**src/rtl/four_step_seq_if.sv**
```systemverilog
// Switch-vector command/drive bundle for the four-step commutation sequencer.
// The controller side is the master; the sequencer is the slave.
interface four_step_seq_if #(
  parameter int N_PH = 3
);
  localparam int W = 2 * N_PH;

  logic [W-1:0] vnew;
  logic         dir;
  logic         mode;
  logic [W-1:0] vout;
  logic         busy;
  logic         done;

  modport master (output vnew, dir, mode, input  vout, busy, done);
  modport slave  (input  vnew, dir, mode, output vout, busy, done);
endinterface

```
**src/rtl/four_step_seq.sv**
```systemverilog
// Four-step commutation sequencer for bidirectional switch pairs (even bit = forward,
// odd bit = reverse). Walks three current-sign-dependent patterns between vectors.
module four_step_seq #(
  parameter int              N_PH      = 3,
  parameter int              DWELL     = 2,
  parameter logic [2*N_PH-1:0] RESET_VEC = 6'b000011
) (
  input  logic           clk,
  input  logic           rst,
  four_step_seq_if.slave bus
);
  localparam int W  = 2 * N_PH;
  localparam int CW = $clog2(DWELL + 1);

  localparam logic [W-1:0]  EVEN_MASK = {N_PH{2'b01}};
  localparam logic [W-1:0]  ODD_MASK  = {N_PH{2'b10}};
  localparam logic [CW-1:0] CNT_LOAD  = CW'(DWELL - 1);

  typedef enum logic [1:0] {
    IDLE = 2'd0,
    S1   = 2'd1,
    S2   = 2'd2,
    S3   = 2'd3
  } state_t;

  state_t         st;
  logic [W-1:0]   vcur;
  logic [W-1:0]   tgt;
  logic [W-1:0]   m;
  logic [W-1:0]   vout_q;
  logic [CW-1:0]  cnt;
  logic           busy_q;
  logic           done_q;
  logic [W-1:0]   dir_mask;

  // Positive current flows through the forward devices, so those are the ones kept on.
  assign dir_mask = bus.dir ? EVEN_MASK : ODD_MASK;

  // NOTE: all state below uses non-blocking assignments so every register samples
  // pre-edge values; mixing in blocking writes would create ordering-dependent logic.
  always_ff @(posedge clk) begin
    if (rst) begin
      st     <= IDLE;
      vcur   <= RESET_VEC;
      vout_q <= RESET_VEC;
      tgt    <= RESET_VEC;
      m      <= '0;
      cnt    <= '0;
      busy_q <= 1'b0;
      done_q <= 1'b0;
    end else begin
      done_q <= 1'b0;
      case (st)
        IDLE: begin
          vout_q <= vcur;
          busy_q <= 1'b0;
          if (bus.vnew != vcur) begin
            if (bus.mode) begin
              vcur   <= bus.vnew;
              vout_q <= bus.vnew;
              done_q <= 1'b1;
            end else begin
              tgt    <= bus.vnew;
              m      <= dir_mask;
              vout_q <= vcur & dir_mask;
              cnt    <= CNT_LOAD;
              busy_q <= 1'b1;
              st     <= S1;
            end
          end
        end
        S1: begin
          if (cnt == '0) begin
            vout_q <= (vcur & m) | (tgt & m);
            cnt    <= CNT_LOAD;
            st     <= S2;
          end else begin
            cnt <= cnt - 1'b1;
          end
        end
        S2: begin
          if (cnt == '0) begin
            vout_q <= tgt & m;
            cnt    <= CNT_LOAD;
            st     <= S3;
          end else begin
            cnt <= cnt - 1'b1;
          end
        end
        S3: begin
          if (cnt == '0) begin
            vout_q <= tgt;
            vcur   <= tgt;
            done_q <= 1'b1;
            busy_q <= 1'b0;
            st     <= IDLE;
          end else begin
            cnt <= cnt - 1'b1;
          end
        end
        default: begin
          st     <= IDLE;
          vout_q <= vcur;
          busy_q <= 1'b0;
        end
      endcase
    end
  end

  assign bus.vout = vout_q;
  assign bus.busy = busy_q;
  assign bus.done = done_q;
endmodule
```
**src/flat_wrapper.sv**
```systemverilog
// flat-port wrapper written by rule: the top's interface ports become plain ports
module four_step_seq_flat 
#(
  parameter int              N_PH      = 3,
  parameter int              DWELL     = 2,
  parameter logic [2*N_PH-1:0] RESET_VEC = 6'b000011
)
  (clk, rst, bus_vnew, bus_dir, bus_mode, bus_vout, bus_busy, bus_done);
  four_step_seq_if #(.N_PH(N_PH)) bus_i ();
  input  logic clk;
  input  logic rst;
  input wire logic [$bits(bus_i.vnew)-1:0] bus_vnew;
  input wire logic [$bits(bus_i.dir)-1:0] bus_dir;
  input wire logic [$bits(bus_i.mode)-1:0] bus_mode;
  output wire logic [$bits(bus_i.vout)-1:0] bus_vout;
  output wire logic [$bits(bus_i.busy)-1:0] bus_busy;
  output wire logic [$bits(bus_i.done)-1:0] bus_done;
  assign bus_i.vnew = bus_vnew;
  assign bus_i.dir = bus_dir;
  assign bus_i.mode = bus_mode;
  assign bus_vout = bus_i.vout;
  assign bus_busy = bus_i.busy;
  assign bus_done = bus_i.done;
  four_step_seq #(.N_PH(N_PH), .DWELL(DWELL), .RESET_VEC(RESET_VEC)) u_core (.clk(clk), .rst(rst), .bus(bus_i));
endmodule
```
**config.mk**
```make
export PLATFORM = sky130hd
export DESIGN_NAME = four_step_seq_flat
export DESIGN_NICKNAME = d
export VERILOG_FILES = /design/src/rtl/four_step_seq_if.sv /design/src/rtl/four_step_seq.sv /design/src/flat_wrapper.sv
export SDC_FILE = /design/constraint.sdc
export NUM_CORES = 1
export LEC_CHECK = 0
export BUFFER_PORTS_ARGS = -buffer_cell sky130_fd_sc_hd__buf_2
export CAP_MARGIN = 20
export CORE_MARGIN = 2
export CORE_UTILIZATION = 25
export DETAILED_ROUTE_END_ITERATION = 6
export PLACE_DENSITY = 0.41
export SLEW_MARGIN = 20
export SYNTH_ARGS = -nofsm -noshare
export SYNTH_HDL_FRONTEND = slang
export SYNTH_SLANG_ARGS = --single-unit
```
**constraint.sdc**
```tcl
create_clock -name clk -period 2.2 [get_ports clk]
set_input_delay 0.11 -clock clk [delete_from_list [all_inputs] [get_ports clk]]
set_output_delay 0.11 -clock clk [all_outputs]
set_load 0.02 [all_outputs]
```
==> flow_summary_export.csv, run 1 <==
group,metric,value,unit
clocking,numCtsBuffers,3,
synth,synthFlopType,"dfxtp_1",
timing,slew_headroom,0.602,
floorplanning,ios,18,
clocking,clock-sinks,26,
clocking,cts_max_level,1,
min_path,whs_endpoint,"u_core.m[3]",
critical_path,startpoint_type,"register",
grt,grt_overflow,0,
synth,ys_types,42,
synth,synth_common_cells,"dfxtp_1 (26), nor2_1 (19), nand2_1 (14)",
critical_path,crit_required,2.36,ns
synth,async_reset_ff_frac,0,
finish,finalNonFillerCells,263,
critical_path,path_class,"reg -> reg",
route,top_layer,"met4",
synth,yosys_warnings,0,
synth,synth_area,1520,sq um
route,dr.first_iter.drc_count,68,
timing,setup_violations,0,
grt,grt_max_degree,27,
clocking,hold_buffers,0,
timing,tns,0,ns
timing,post-route-period-util,0.943,
min_path,min-delay-start,"bus_dir",
synth,synth_largest_area_cell,"dfxtp_1",
grt,antenna_found_initial,0,
synth,yosysMostFrequentCell,"dfxtp_1",
floorplanning,core_area,5890,sq um
floorplanning,die_w,81.9,um
placement,dp_hpwl,3.12,mm
synth,synth_cells,172,
route,routed_wl,4.16,mm
clocking,cts_tree,"yes",
placement,routabilityCongestion,0.737,
route,drc,0,
floorplanning,num_rows,28,
pwr,power.density,1230,nW/um^2
pwr,power,2.16,mW
timing,whs,0.0871,ns
route,routedWlPerCell,15.8,um
route,wl_met3,143,um
finish,drive_gt1_frac,0.170,
timing,min_period,2.07,ns
floorplanning,dieArea,6710,sq um
run,maxCapViolations,0,
route,dr_wl_met2,2.03,mm
critical_path,rr_worst_depth,7,
critical_path,r2r-end,"u_core.st[1]",
placement,io_buffers,17,
timing,final_hold_viol_count,0,
synth,synth_area_leaders,"dfxtp_1 (34%), mux2i_1 (7.2%), ha_1 (5.8%), nor2_1 (4.7%), nand2_1 (3.5%)",
synth,synth_edf_count,0,
critical_path,r2r_slack,0.13,ns
floorplanning,initial_utilization,0.258,
finish,num_antenna_cells,0,
pwr,vdd_drop_max,0.000336,V
finish,nets,206,
synth,synth.avg_cell_area,8.83,sq um
route,ant_nets,0,
min_path,hp-class,"in -> reg",
grt,first_global_vias,1292,
timing,worst_slew_pin_slew,0.597,ns
clocking,clock_path_buffers,2,
clocking,worstSkewPairLatency,0.27,ns
pwr,power_leakage,0.730,nW
clocking,clk_pin_slew,0.10,ns
min_path,whs_path_depth,2,
floorplanning,chipHeight,81.9,um
grt,grt_pass1_wl,6.64,mm
placement,post-place-cells,259,
clocking,postCtsSetupBuffers,0,
critical_path,cp.arrival,2.23,ns
clocking,ctsResizeCount,0,
finish,finalCoreUtilization,0.297,
timing,drv_slew,0,
route,wl_met1,1.96,mm
critical_path,critPathMaxFanout,10,
synth,ys_seq_elements,26,
synth,yosys.area.top_type_share,0.343,
route,drt_first_pass_iters,6,
route,via_count,1344,
timing,skew,0.00822,ns
status,status,"finished, final reports clean",
clocking,cts-root-buf,"clkbuf_8",
critical_path,end_kind,"register",
grt,grtUsageTotal,0.130,
synth,ys_seq_area_frac,0.343,
finish,areaGrowthSynthToFinish,15.1,%
critical_path,reg2reg_from,"u_core.st[1]",
synth,synth_fp_nets,189,
timing,rsz0062_at_grt,"false",
timing,fmax,482,MHz
route,vias_per_cell,5.11,
per-layer routing:
| layer | vias up | GRT usage |
|---|---|---|
| li1 | 664 | - |
| met1 | 659 | 0.169 |
| met2 | 19 | 0.222 |
| met5 | - | 0 |
| met4 | 0 | 0.0250 |
| met3 | 2 | 0.0286 |
flip-flops by register name (all words and copies together), names as in the netlist:
signal and count:
u_core.m 2, u_core.bus.vout 6, u_core.tgt 6, u_core.cnt 2
u_core.st 2, u_core.vcur 6, u_core.bus.busy 1, u_core.bus.done 1
stage by stage:
stage	instance area [sq um]	setup slack [ns]
finish	1750	0.125
global route	1750	0.0237
CTS	1750	0.134
floorplan	1520	0.289
global placement	1690	0.279
detailed placement	1690	0.171
cell families after synthesis:
family,Yosys count,share of synthesized area
AO/OA/AOI/OAI,54,0.279
XOR/XNOR,6,0.0346
adder cells (fa/ha/maj),7,0.0577
buffers and inverters,20,0.0527
flip-flops,26,0.343
multiplexers,15,0.102
AND/OR/NAND/NOR,44,0.131
area by class of cell:
| class | instances | area [sq um] |
|---|---|---|
| clock buffers | 4 | 55.1 |
| inverters | 10 | 37.5 |
| multi-input cells | 126 | 918 |
| flip-flops and latches | 26 | 520 |
| well taps | 75 | 93.8 |
| repair buffers | 22 | 123 |
| fillers | 658 | 4140 |
cell usage in the layout (no fill, tap or decap), drive strengths merged, types with 5 or more instances in the layout:
cell	n
a211oi	7
a21oi	7
a221oi	5
buf	22
dfxtp	26
ha	7
inv	9
mux2i	11
nand2	14
nor2	19
o21ai	6
xor2	6
power breakdown:
| part | total, mW | switching, mW | internal [mW] |
|---|---|---|---|
| Combinational | 1.08 | 0.658 | 0.425 |
| Clock | 0.318 | 0.158 | 0.160 |
| Sequential | 0.756 | 0.134 | 0.622 |
| Total | 2.16 | 0.950 | 1.21 |
worst max-delay path, cell delays in order, from the launching register on:
cell,delay [ns]
dfxtp_1,0.38
inv_1,0.10
ha_1,0.29
or2_1,0.34
o21ai_2,0.39
buf_4,0.22
o21a_1,0.16
o31ai_1,0.07
worst max-delay path by stage:
stage                    from                 end  slack [ns]  depth (start not counted)
6_report         u_core.st[1]        u_core.st[1]        0.13                          7
5_1_grt          u_core.st[1]  u_core.bus.vout[5]        0.02                          7
4_1_cts          u_core.st[1]  u_core.bus.vout[5]        0.13                          7
3_5_place_dp     u_core.st[1]        u_core.st[1]        0.17                          7
3_3_place_gp   u_core.vcur[5]       u_core.cnt[1]        0.28                          5
2_1_floorplan    u_core.st[1]  u_core.bus.vout[2]        0.29                          8
Note: power is estimated with default switching activity, not from simulation.
==> run 2: changes to the inputs <==
--- a/config.mk
+++ b/config.mk
@@ -7,11 +7,12 @@
 export LEC_CHECK = 0
 export BUFFER_PORTS_ARGS = -buffer_cell sky130_fd_sc_hd__buf_2
 export CAP_MARGIN = 20
+export CELL_PAD_IN_SITES_DETAIL_PLACEMENT = 2
+export CELL_PAD_IN_SITES_GLOBAL_PLACEMENT = 2
 export CORE_MARGIN = 2
 export CORE_UTILIZATION = 25
 export DETAILED_ROUTE_END_ITERATION = 6
-export PLACE_DENSITY = 0.41
-export SLEW_MARGIN = 20
+export PLACE_DENSITY = 0.59
 export SYNTH_ARGS = -nofsm -noshare
 export SYNTH_HDL_FRONTEND = slang
 export SYNTH_SLANG_ARGS = --single-unit
==> constraint.sdc (replaced) <==
create_clock -name clk -period 2.5 [get_ports clk]
set_input_delay 0.125 -clock clk [delete_from_list [all_inputs] [get_ports clk]]
set_output_delay 0.125 -clock clk [all_outputs]
set_load 0.02 [all_outputs]
==> run 2 against run 1 <==
First-iteration DRC count decreased by 46%. Worst setup slack improved by 0.19 ns. Via count increased by 4.7%. Core utilization increased by 0.11 points. Sequential share of layout area decreased by 0.11 points. Non-clock buffer count decreased by 2. Critical path depth unchanged.
==> flow_summary_export.csv, run 2 (synthesized netlist as in run 1, its figures left out) <==
group,metric,value,unit
floorplanning,chipHeight,81.9,um
timing,whs,0.102,ns
timing,drv_slew,0,
timing,setup_ws,0.315,ns
timing,setup_violations,0,
clocking,cts-root-buf,"clkbuf_8",
critical_path,crit_buf_inv,1,
critical_path,crit_required,2.71,ns
finish,fin_area,1750,sq um
route,dr.first_iter.drc_count,37,
placement,dp_hpwl,3.56,mm
floorplanning,initial_utilization,0.258,
grt,first_global_vias,1514,
clocking,cts_max_level,1,
critical_path,slowest_stage,"o21ai_2",
floorplanning,num_rows,28,
pwr,power_leakage,0.729,nW
clocking,numCtsBuffers,3,
route,routedWlPerCell,18.3,um
pwr,power.density,1140,nW/um^2
critical_path,critPathTopFamily,"compound AO/OA/AOI/OAI gates",
clocking,ctsResizeCount,0,
pwr,share_seq_of_total_power,0.336,
critical_path,cp_slowest_stage_delay,0.49,ns
pwr,power,2.00,mW
grt,grt_max_degree,27,
critical_path,critPathMaxFanout,14,
clocking,worstSkewPairLatency,0.28,ns
timing,final_hold_viol_count,0,
route,drc,0,
timing,worst_slew_pin_slew,0.642,ns
placement,place_ws,0.347,ns
timing,tns,0,ns
clocking,hold_buffers,0,
grt,grt_overflow,0,
route,ant_nets,0,
critical_path,cp.arrival,2.39,ns
critical_path,path_class,"reg -> reg",
status,status,"finished, final reports clean",
critical_path,end_kind,"register",
clocking,clock_path_buffers,2,
finish,num_antenna_cells,0,
pwr,vdd_drop_max,0.000300,V
timing,min_period,2.19,ns
finish,finalNonFillerCells,261,
placement,io_buffers,17,
route,drt_first_pass_iters,4,
critical_path,startpoint_type,"register",
critical_path,path_cells,"inv_1 -> ha_1 -> or2_1 -> o21ai_2 -> nor2_1 -> a211o_1 -> a31oi_1",
timing,slew_headroom,0.571,
timing,post-route-period-util,0.874,
pwr,clock_power_share,0.180,
floorplanning,die_w,81.9,um
grt,grtUsageTotal,0.156,
pwr,p_int,1.13,mW
clocking,clock-sinks,26,
finish,final_cell_mix,"dfxtp_1 (26), nor2_1 (19), buf_2 (17), nand2_1 (14), mux2i_1 (11)",
floorplanning,ios,18,
finish,final_common_cell,"dfxtp_1",
timing,rsz0062_at_grt,"false",
timing,fmax,458,MHz
placement,routabilityCongestion,0.763,
floorplanning,dieArea,6710,sq um
pwr,p_sw_frac,0.435,
run,maxCapViolations,0,
route,routed_wl,4.78,mm
floorplanning,core_area,5890,sq um
grt,antenna_found_initial,0,
finish,nets,204,
min_path,hp-class,"in -> reg",
placement,post-place-cells,257,
route,vias_per_cell,5.39,
finish,finalCoreUtilization,0.298,
finish,areaGrowthSynthToFinish,15.5,%
pwr,combPwrFrac,0.484,
clocking,cts_tree,"yes",
clocking,clk_pin_slew,0.10,ns
finish,drive_gt1_frac,0.167,
pwr,net-switching-power,0.870,mW
route,via_count,1407,
clocking,postCtsSetupBuffers,0,
placement,placed_cell_area,1680,sq um
grt,grt_pass1_wl,7.95,mm
timing,skew,0.00420,ns
==> run 2: changes by cell type in the layout (fill, tap and decap cells not counted), sizes merged <==
cell    delta
buf        -2
clkbuf     -1
bufinv     +1
==> run 2: worst reg2reg max path: stages, from the launching register on <==
cell	delay, ns
dfxtp_1	0.39
inv_1	0.11
ha_1	0.29
or2_1	0.34
o21ai_2	0.49
nor2_1	0.08
a211o_1	0.28
a31oi_1	0.13
==> run 2: final timing paths <==
path	end	start	cells after the start	slack (ns)
max	u_core.bus.vout[5]	u_core.st[1]	7	0.31
min	u_core.m[3]	bus_dir	2	0.10
max reg2reg	u_core.bus.vout[5]	u_core.st[1]	7	0.31
min reg2reg	u_core.bus.vout[1]	u_core.bus.vout[1]	2	0.48
==> run 2: metal layers <==
metal | GRT usage | share of wire
met5 | 0 | 0
met4 | 0.0517 | 0.017
met3 | 0.0220 | 0.043
met2 | 0.267 | 0.47
met1 | 0.201 | 0.47
==> run 2: cell type report <==
cell class	instances	area, sq um
well taps	75	93.8
flip-flops and latches	26	520
repair buffers	20	108
clock buffers	3	41.3
clock inverters	1	30.0
inverters	10	37.5
multi-input cells	126	923
fillers	671	4130
==> run 2: power by group through the flow <==
stage	logic, mW	clock network, mW	registers (mW)
floorplan	0.647	0	0.704
global placement	0.932	0	0.678
detailed placement	0.977	0	0.680
CTS	0.984	0.374	0.671
global route	1.08	0.390	0.690
finish	0.968	0.361	0.672
